<file path="src/rtl/btn_debounce_ctrl.sv">
// Pushbutton debouncer: two-flop synchronizer, free-running sample tick and a
// qualify FSM that accepts a level change only after STABLE_TICKS stable ticks.
module btn_debounce_ctrl #(
   parameter int TICK_COUNT   = 100000,
   parameter int STABLE_TICKS = 10
) (
   input  logic clk,
   input  logic reset,
   input  logic D,
   output logic db_level,
   output logic ped,
   output logic ned,
   output logic busy
);

   localparam int TW = (TICK_COUNT > 1) ? $clog2(TICK_COUNT) : 1;
   localparam int CW = (STABLE_TICKS > 1) ? $clog2(STABLE_TICKS) : 1;
   localparam logic [TW-1:0] TMAX = TW'(TICK_COUNT - 1);
   localparam logic [CW-1:0] CMAX = CW'(STABLE_TICKS - 1);

   typedef enum logic [1:0] {ZERO, WAIT1, ONE, WAIT0} state_t;

   state_t          state, state_n;
   logic            s1, s_in;
   logic [TW-1:0]   tcnt;
   logic            tick;
   logic [CW-1:0]   cnt, cnt_n;

   always_ff @(posedge clk) begin
      if (!reset) begin
         s1   <= 1'b0;
         s_in <= 1'b0;
      end else begin
         s1   <= D;
         s_in <= s1;
      end
   end

   // Tick phase is independent of the FSM so qualification time depends only
   // on where in the tick period the input settles.
   assign tick = (tcnt == TMAX);

   always_ff @(posedge clk) begin
      if (!reset)    tcnt <= '0;
      else if (tick) tcnt <= '0;
      else           tcnt <= tcnt + TW'(1);
   end

   always_ff @(posedge clk) begin
      if (!reset) begin
         state <= ZERO;
         cnt   <= '0;
      end else begin
         state <= state_n;
         cnt   <= cnt_n;
      end
   end

   always_comb begin
      state_n = state;
      cnt_n   = cnt;
      case (state)
         ZERO: begin
            if (s_in) begin
               state_n = WAIT1;
               cnt_n   = '0;
            end
         end
         WAIT1: begin
            if (!s_in) state_n = ZERO;
            else if (tick) begin
               if (cnt == CMAX) state_n = ONE;
               else             cnt_n   = cnt + CW'(1);
            end
         end
         ONE: begin
            if (!s_in) begin
               state_n = WAIT0;
               cnt_n   = '0;
            end
         end
         WAIT0: begin
            if (s_in) state_n = ONE;
            else if (tick) begin
               if (cnt == CMAX) state_n = ZERO;
               else             cnt_n   = cnt + CW'(1);
            end
         end
         default: state_n = ZERO;
      endcase
   end

   // Outputs trail the state by one register; comparing the new level with
   // the previous db_level yields the one-cycle edge pulses.
   always_ff @(posedge clk) begin
      if (!reset) begin
         db_level <= 1'b0;
         ped      <= 1'b0;
         ned      <= 1'b0;
         busy     <= 1'b0;
      end else begin
         db_level <= (state == ONE) || (state == WAIT0);
         ped      <= (state == ONE) && !db_level;
         ned      <= (state == ZERO) && db_level;
         busy     <= (state == WAIT1) || (state == WAIT0);
      end
   end

endmodule

</file>
<file path="config.mk">
export PLATFORM = sky130hd
export DESIGN_NAME = btn_debounce_ctrl
export DESIGN_NICKNAME = d
export VERILOG_FILES = /design/src/rtl/btn_debounce_ctrl.sv
export SDC_FILE = /design/constraint.sdc
export NUM_CORES = 1
export LEC_CHECK = 0
export ABC_AREA = 1
export BUFFER_PORTS_ARGS = -buffer_cell sky130_fd_sc_hd__clkbuf_2
export CELL_PAD_IN_SITES_DETAIL_PLACEMENT = 0
export CELL_PAD_IN_SITES_GLOBAL_PLACEMENT = 2
export CORE_MARGIN = 2
export CORE_UTILIZATION = 31
export CTS_CLUSTER_SIZE = 14
export DETAILED_ROUTE_END_ITERATION = 8
export HOLD_SLACK_MARGIN = 0.05
export PLACE_DENSITY_LB_ADDON = 0.1
export SYNTH_ARGS = -nofsm -noshare
export SYNTH_HDL_FRONTEND = slang
export SYNTH_SLANG_ARGS = --single-unit
</file>
<file path="constraint.sdc">
create_clock -name clk -period 1.4 [get_ports clk]
set_clock_uncertainty 0.1 [all_clocks]
set_input_delay 0.28 -clock clk [delete_from_list [all_inputs] [get_ports clk]]
set_output_delay 0.28 -clock clk [all_outputs]
set_load 0.02 [all_outputs]
</file>
==> impl_table.tex, run 1 <==
\begin{tabular}{lr}
\hline
Metric & Value \\
\hline
\multicolumn{2}{l}{\textbf{Power}} \\
Leak pwr & approximately 0.00084 uW \\
Post-layout power & 1673 uW \\
Total power per unit cell area & 892.6 nW/um2 \\
Maximum resistive drop on vdd & 630.5 uV \\
\multicolumn{2}{l}{\textbf{Cells and area}} \\
Synth-to-Final Area Change & 35.20\% \\
Post-layout util & $\sim$43\% \\
N\_diodes & 0 \\
Most common library cell in the layout ignoring fill and taps & sky130\_fd\_sc\_hd\_\_nand2\_1 \\
Most frequent cells in the layout & sky130\_fd\_sc\_hd\_\_nand2\_1 (33), sky130\_fd\_sc\_hd\_\_buf\_4 (23), sky130\_fd\_sc\_hd\_\_nor2\_1 (22) \\
Filler-free cell count of the finished design & between 200 and 300 \\
Fin nets & roughly 230 \\
Fill count & 458 \\
Layout cells sized above 1 & between 30\% and 40\% \\
\multicolumn{2}{l}{\textbf{Worst setup path}} \\
Worst setup path class & reg -> reg \\
Cell class contributing the biggest share of worst-path delay & simple AND/OR/NAND/NOR gates \\
Critical path, cell by cell & ha\_4 > nand2\_4 > inv\_4 > nand2\_4 > nor2\_4 > nand2\_1 > nand2\_2 > buf\_12 > a21oi\_1 \\
Worst EP arrival & 1.50 ns \\
Standard cell with the maximum stage delay on the critical path & sky130\_fd\_sc\_hd\_\_dfxtp\_4 \\
Startpoint class of the critical path & flop \\
Crit path required time & roughly 1.5 ns \\
Most numerous cell on the critical path & sky130\_fd\_sc\_hd\_\_nand2\_4 \\
Largest fanout of any net on the critical path & 12 \\
Delay of the slowest critical-path stage & roughly 0.36 ns \\
Worst Setup End Kind & flop \\
Crit path buffers/inverters & 2 \\
\multicolumn{2}{l}{\textbf{Synthesis}} \\
Main area contributors after synthesis & sky130\_fd\_sc\_hd\_\_dfxtp\_1 (42\%), sky130\_fd\_sc\_hd\_\_nand2\_1 (11\%), sky130\_fd\_sc\_hd\_\_nor2\_1 (6.5\%) \\
Total nets after synthesis & 192 \\
Share of Yosys cell area claimed by the top area cell type & approximately two fifths \\
Average footprint of a synthesized cell & between 7 and 8 um2 \\
\#FFs+latches synth & 29 \\
Post-Synthesis Cells & approximately 190 \\
Synthesized area & 1386 um2 \\
Sequential-to-total area share from yosys stat & a little over two fifths \\
Total of warnings raised by yosys & 0 \\
Area leader, netlist & sky130\_fd\_sc\_hd\_\_dfxtp\_1 \\
Post-synthesis cell type count & 29 \\
\multicolumn{2}{l}{\textbf{Placement}} \\
Placed wire-length estimate after detailed placement & 2300 um \\
Worst setup timing slack at the placement stage & -0.1049 ns \\
Number of cells after detailed placement & 261 \\
Placer Congestion & 0.8010 \\
Number of buffer cells added on primary ports & 6 \\
\multicolumn{2}{l}{\textbf{CTS}} \\
Clock tree root buffer cell & sky130\_fd\_sc\_hd\_\_clkbuf\_8 \\
Number of buffers created by CTS & 5 \\
Count of clock tree sinks & 29 \\
Worst-skew pair later-pin latency & between 0.2 and 0.3 ns \\
Maximum number of buffers from clock root to sink & 2 \\
Number of hold-repair buffers added at the cts stage & 0 \\
CTS tree & yes \\
H-Tree Depth & 2 \\
CTS clk-pin slew, worst paths & approximately 0.06 ns \\
\multicolumn{2}{l}{\textbf{GRT}} \\
Highest-utilization routing layer at the global route stage & met2 \\
Routing usage on met3 & approximately 3.4\% \\
Total gr overflow & 0 \\
Maximum number of pins on one net before global-route repair & 13 \\
M2 GR Usage & between 20\% and 30\% \\
Antenna violations before repair & 0 \\
Overall routing resource usage & $\sim$14\% \\
Met1 Resource Use GR & a little under a fifth \\
Wire length of the first global-routing pass & about 5400 um \\
Vias in the first global route & $\sim$1,200 \\
\multicolumn{2}{l}{\textbf{Detailed routing}} \\
Total wirelength of the detailed-routed design & 3132 um \\
DRC & 0 \\
Via-per-instance ratio & about 4.5 \\
Average detailed-routed wire length per instance & between 10 and 15 um \\
Total via count after detailed routing & 1,228 \\
Residual antenna-violating net count after detailed routing & 0 \\
Pre-antenna DRT Iters & 4 \\
First-iteration detailed-routing DRC count & between 80 and 90 \\
\multicolumn{2}{l}{\textbf{Timing}} \\
Timing-limited maximum frequency & 698.5 MHz \\
Post-layout minimum cycle time & around 1.4 ns \\
Tcrit/Tclk final & 102.3\% \\
Max-slew violations & 0 \\
Slew of the pin with the lowest slew margin & between 0.2 and 0.3 ns \\
Relative slew slack & slightly above 80\% \\
Setup Viol. Count Final & 16 \\
Worst hold margin & 0.07934 ns \\
Final count of hold timing violations & 0 \\
Post-route worst setup slack & -0.03154 ns \\
Unrepaired setup endpoints after global routing & true \\
\multicolumn{2}{l}{\textbf{Floorplan}} \\
Core Box Area & 4324 um2 \\
Area enclosed by the die boundary & 5023 um2 \\
Starting Density & between 30\% and 40\% \\
Number of core rows & 24 \\
Horiz. Die Dim & slightly above 70 um \\
Height of the die & between 70 and 80 um \\
Top Ports & 7 \\
\multicolumn{2}{l}{\textbf{Job}} \\
Max\_cap viols & 0 \\
\multicolumn{2}{l}{\textbf{Run status}} \\
Outcome & finished with violations \\
Failing checks & setup timing \\
\multicolumn{2}{l}{\textbf{Min path}} \\
Type of the tightest min-delay check & in -> reg \\
\hline
\end{tabular}
[worst min-delay path, stage by stage]
cell                       delay [ns]
sky130_fd_sc_hd__clkbuf_2        0.07
sky130_fd_sc_hd__nand2_1         0.04
sky130_fd_sc_hd__inv_1           0.04
[flip-flops by register name, summed over array words and instances, names as in the netlist, named ones only]
name / count
db_level: 1
state: 1
busy: 1
ped: 1
tcnt: 17
ned: 1
s_in: 1
cnt: 4
s1: 1
[report_power, final]
group / leakage, uW / internal [uW] / switching (uW)
Combinational: 0.000550 / 28.8 / 40.6
Sequential: 0.000239 / 838 / 10.6
Clock: 0.0000542 / 443 / 312
Total: 0.000843 / 1310 / 363
[per-stage QoR]
step,cell area (um2),TNS [ns]
after global routing,1874,-2.641
after detailed placement,1628,-1.672
final,1874,-0.3722
after floorplan,1393,0
after global placement,1628,-0.8715
after CTS,1803,-0.5601
[cell type report]
| cell class | count | area, um2 | area share, % |
|---|---|---|---|
| sequential | 29 | 593.1 | 31.64 |
| timing repair buffer | 31 | 234.0 | 12.48 |
| clock inverter | 1 | 5.005 | 0.2670 |
| clock buffer | 7 | 96.34 | 5.140 |
| multi-input combinational | 128 | 774.5 | 41.32 |
| inverter | 27 | 106.4 | 5.674 |
| tap | 52 | 65.06 | 3.471 |
[path summary, 6_finish.rpt]
kind	from	to	slack, ns	cells past startpoint
worst max-delay path	tcnt[1]	tcnt[4]	-0.03	9
worst min-delay path	D	s1	0.08	3
worst max register to register	tcnt[1]	tcnt[4]	-0.03	9
worst min register to register	s1	s_in	0.32	2
[cell usage after synthesis, drive strengths merged]
| library cell | n |
|---|---|
| nand3 | 10 |
| inv | 27 |
| dfxtp | 29 |
| nor4 | 1 |
| nor3b | 2 |
| buf | 1 |
| nand2 | 45 |
| nand4 | 4 |
| ha | 3 |
| clkbuf | 1 |
| or2 | 3 |
| a21oi | 11 |
| a31oi | 1 |
| o21ai | 3 |
| xor2 | 6 |
| xnor2 | 2 |
| nor3 | 9 |
| nor2 | 27 |
| and3 | 1 |
[logic make-up after synthesis]
group                      synth area share [%]
and+or+nand+nor                           36.46
AOI/OAI and AO/OA                         5.505
buffers and inverters                     8.393
xor gates and xnor gates                  5.054
DFF                                       41.88
adders and majority gates                 2.708
[timing repair]
| action | 4_1_cts | 5_1_grt |
|---|---|---|
| endpoints found under the setup margin | 23 | 23 |
| gates resized for setup | 12 | 20 |
| setup buffers | 5 | 1 |
| pin swaps | 14 | 17 |
| endpoints found under the hold margin | 0 | 0 |
[metal layers]
metal | wire length [um] | share of wire (%)
met1 | 1568 | 50
met3 | 67 | 2.1
met2 | 1465 | 47
met4 | 30 | 0.96
met5 | 0 | 0
Power figures use the tool's default switching activity.
==> run 2, diff against run 1 <==
--- a/config.mk
+++ b/config.mk
@@ -14,6 +14,7 @@
 export CTS_CLUSTER_SIZE = 14
 export DETAILED_ROUTE_END_ITERATION = 8
 export HOLD_SLACK_MARGIN = 0.05
+export MAX_ROUTING_LAYER = met4
 export PLACE_DENSITY_LB_ADDON = 0.1
 export SYNTH_ARGS = -nofsm -noshare
 export SYNTH_HDL_FRONTEND = slang
==> impl_table.tex, run 2 (synthesis gave the netlist of run 1 again) <==
\begin{tabular}{lr}
\hline
Metric & Value \\
\hline
\multicolumn{2}{l}{\textbf{Timing}} \\
Tcrit/Tclk final & 101.0\% \\
Unrepaired setup endpoints after global routing & true \\
Total negative slack for setup checks & -0.07447 ns \\
Relative slew slack & 83.49\% \\
Max-slew violations & 0 \\
Slew of the pin with the lowest slew margin & between 0.2 and 0.25 ns \\
Post-route worst setup slack & -0.01352 ns \\
Final count of hold timing violations & 0 \\
Setup Viol. Count Final & 12 \\
Worst hold margin & roughly 0.085 ns \\
Timing-limited maximum frequency & roughly 710 MHz \\
Post-layout minimum cycle time & roughly 1.4 ns \\
\multicolumn{2}{l}{\textbf{Run status}} \\
Failing checks & setup timing \\
Outcome & finished with violations \\
\multicolumn{2}{l}{\textbf{Placement}} \\
Worst setup timing slack at the placement stage & -0.1025 ns \\
Placed wire-length estimate after detailed placement & approximately 2300 um \\
Placer Congestion & slightly below 0.9 \\
Number of buffer cells added on primary ports & 6 \\
\multicolumn{2}{l}{\textbf{CTS}} \\
CTS tree & yes \\
Maximum number of buffers from clock root to sink & 2 \\
Number of hold-repair buffers added at the cts stage & 0 \\
Clock tree root buffer cell & sky130\_fd\_sc\_hd\_\_clkbuf\_8 \\
Worst-skew pair later-pin latency & around 0.28 ns \\
H-Tree Depth & 2 \\
CTS clk-pin slew, worst paths & around 0.060 ns \\
Count of clock tree sinks & 29 \\
Number of buffers created by CTS & 5 \\
\multicolumn{2}{l}{\textbf{Floorplan}} \\
Horiz. Die Dim & approximately 70 um \\
Top Ports & 7 \\
Height of the die & roughly 71 um \\
Area enclosed by the die boundary & about 5000 um2 \\
Core Box Area & between 4000 and 5000 um2 \\
Starting Density & between 30\% and 40\% \\
Number of core rows & 24 \\
\multicolumn{2}{l}{\textbf{GRT}} \\
Total gr overflow & 0 \\
Overall routing resource usage & 13.75\% \\
Wire length of the first global-routing pass & around 5200 um \\
Maximum number of pins on one net before global-route repair & 13 \\
Vias in the first global route & $\sim$1,200 \\
Antenna violations before repair & 0 \\
\multicolumn{2}{l}{\textbf{Power}} \\
Leak pwr & roughly 0.00086 uW \\
Maximum resistive drop on vdd & approximately 360 uV \\
Total power per unit cell area & 963.3 nW/um2 \\
\multicolumn{2}{l}{\textbf{Job}} \\
Max\_cap viols & 0 \\
\multicolumn{2}{l}{\textbf{Min path}} \\
Type of the tightest min-delay check & in -> reg \\
Cell depth of the worst min-delay path & 3 \\
\multicolumn{2}{l}{\textbf{Cells and area}} \\
Most common library cell in the layout ignoring fill and taps & sky130\_fd\_sc\_hd\_\_nand2\_1 \\
Fin nets & 228 \\
Max FFs per register & 17 \\
Largest registers & tcnt x17, cnt x4 \\
Most frequent cells in the layout & sky130\_fd\_sc\_hd\_\_nand2\_1 (34), sky130\_fd\_sc\_hd\_\_nor2\_1 (23), sky130\_fd\_sc\_hd\_\_buf\_4 (23) \\
Layout cells sized above 1 & between 30\% and 40\% \\
Register with the most flip-flops & tcnt \\
N\_diodes & 0 \\
Synth-to-Final Area Change & 36.82\% \\
\multicolumn{2}{l}{\textbf{Detailed routing}} \\
Total wirelength of the detailed-routed design & about 3100 um \\
Residual antenna-violating net count after detailed routing & 0 \\
Pre-antenna DRT Iters & 4 \\
Average detailed-routed wire length per instance & roughly 11 um \\
Via-per-instance ratio & approximately 4.5 \\
DRC & 0 \\
Total via count after detailed routing & between 1,000 and 1,500 \\
First-iteration detailed-routing DRC count & 25 \\
\multicolumn{2}{l}{\textbf{Worst setup path}} \\
Largest fanout of any net on the critical path & 12 \\
Startpoint class of the critical path & flop \\
Worst EP arrival & 1.48 ns \\
Worst Setup End Kind & flop \\
Crit path required time & 1.47 ns \\
Worst setup path class & reg -> reg \\
Number of cells on the worst reg-to-reg path & 9 \\
\hline
\end{tabular}
-- run 2: critical path, cell delays in order, from the launching register on --
cell and delay, ns:
sky130_fd_sc_hd__dfxtp_2 0.36, sky130_fd_sc_hd__ha_4 0.15, sky130_fd_sc_hd__nand2_4 0.07, sky130_fd_sc_hd__inv_4 0.07, sky130_fd_sc_hd__nand2_4 0.05, sky130_fd_sc_hd__nor2_4 0.16
sky130_fd_sc_hd__nand2_2 0.09, sky130_fd_sc_hd__nand2_4 0.09, sky130_fd_sc_hd__buf_12 0.13, sky130_fd_sc_hd__nor3b_1 0.05
-- run 2: power by group --
group | leakage (uW) | switching, uW | internal, uW
clock network | 0.0000574 | 333 | 578
logic | 0.000565 | 39.3 | 28.8
registers | 0.000239 | 11.2 | 836
total | 0.000862 | 384 | 1440
-- run 2: worst paths after layout --
check                              from  endpoint  slack, ns
worst max-delay path            tcnt[1]   tcnt[9]      -0.01
worst min-delay path                  D        s1       0.08
worst max register to register  tcnt[1]   tcnt[9]      -0.01
worst min register to register       s1      s_in       0.33
-- run 2: metal layers --
| metal | global-route usage, % | wire length, um |
|---|---|---|
| met4 | 6.499 | 49 |
| met3 | 3.989 | 90 |
| met1 | 18.00 | 1577 |
| met5 | - | 0 |
| met2 | 19.42 | 1336 |
-- run 2: final cells by class --
| cell class | count | area (um2) |
|---|---|---|
| tap | 52 | 65.06 |
| sequential | 29 | 596.8 |
| multi-input combinational | 128 | 774.5 |
| clock inverter | 2 | 37.54 |
| inverter | 27 | 106.4 |
| timing repair buffer | 31 | 234.0 |
| clock buffer | 6 | 82.58 |
| fill | 475 | 2427 |
-- run 2: what timing repair did --
| action | 4_1_cts | 5_1_grt |
|---|---|---|
| pin swaps | 6 | 13 |
| resized for setup | 10 | 23 |
| cloned | 0 | 0 |
| setup endpoints to repair | 23 | 23 |
| setup buffers | 2 | 5 |
-- run 2: metrics by stage --
step,std cells,cell area (um2),total power [uW],utilization [%]
3_5_place_dp,260,1620,922.4,37.47
3_3_place_gp,260,1620,919.3,37.47
4_1_cts,270,1789,1851,41.38
6_report,275,1897,1827,43.87
2_1_floorplan,186,1393,901.3,-
5_1_grt,275,1897,1917,43.87
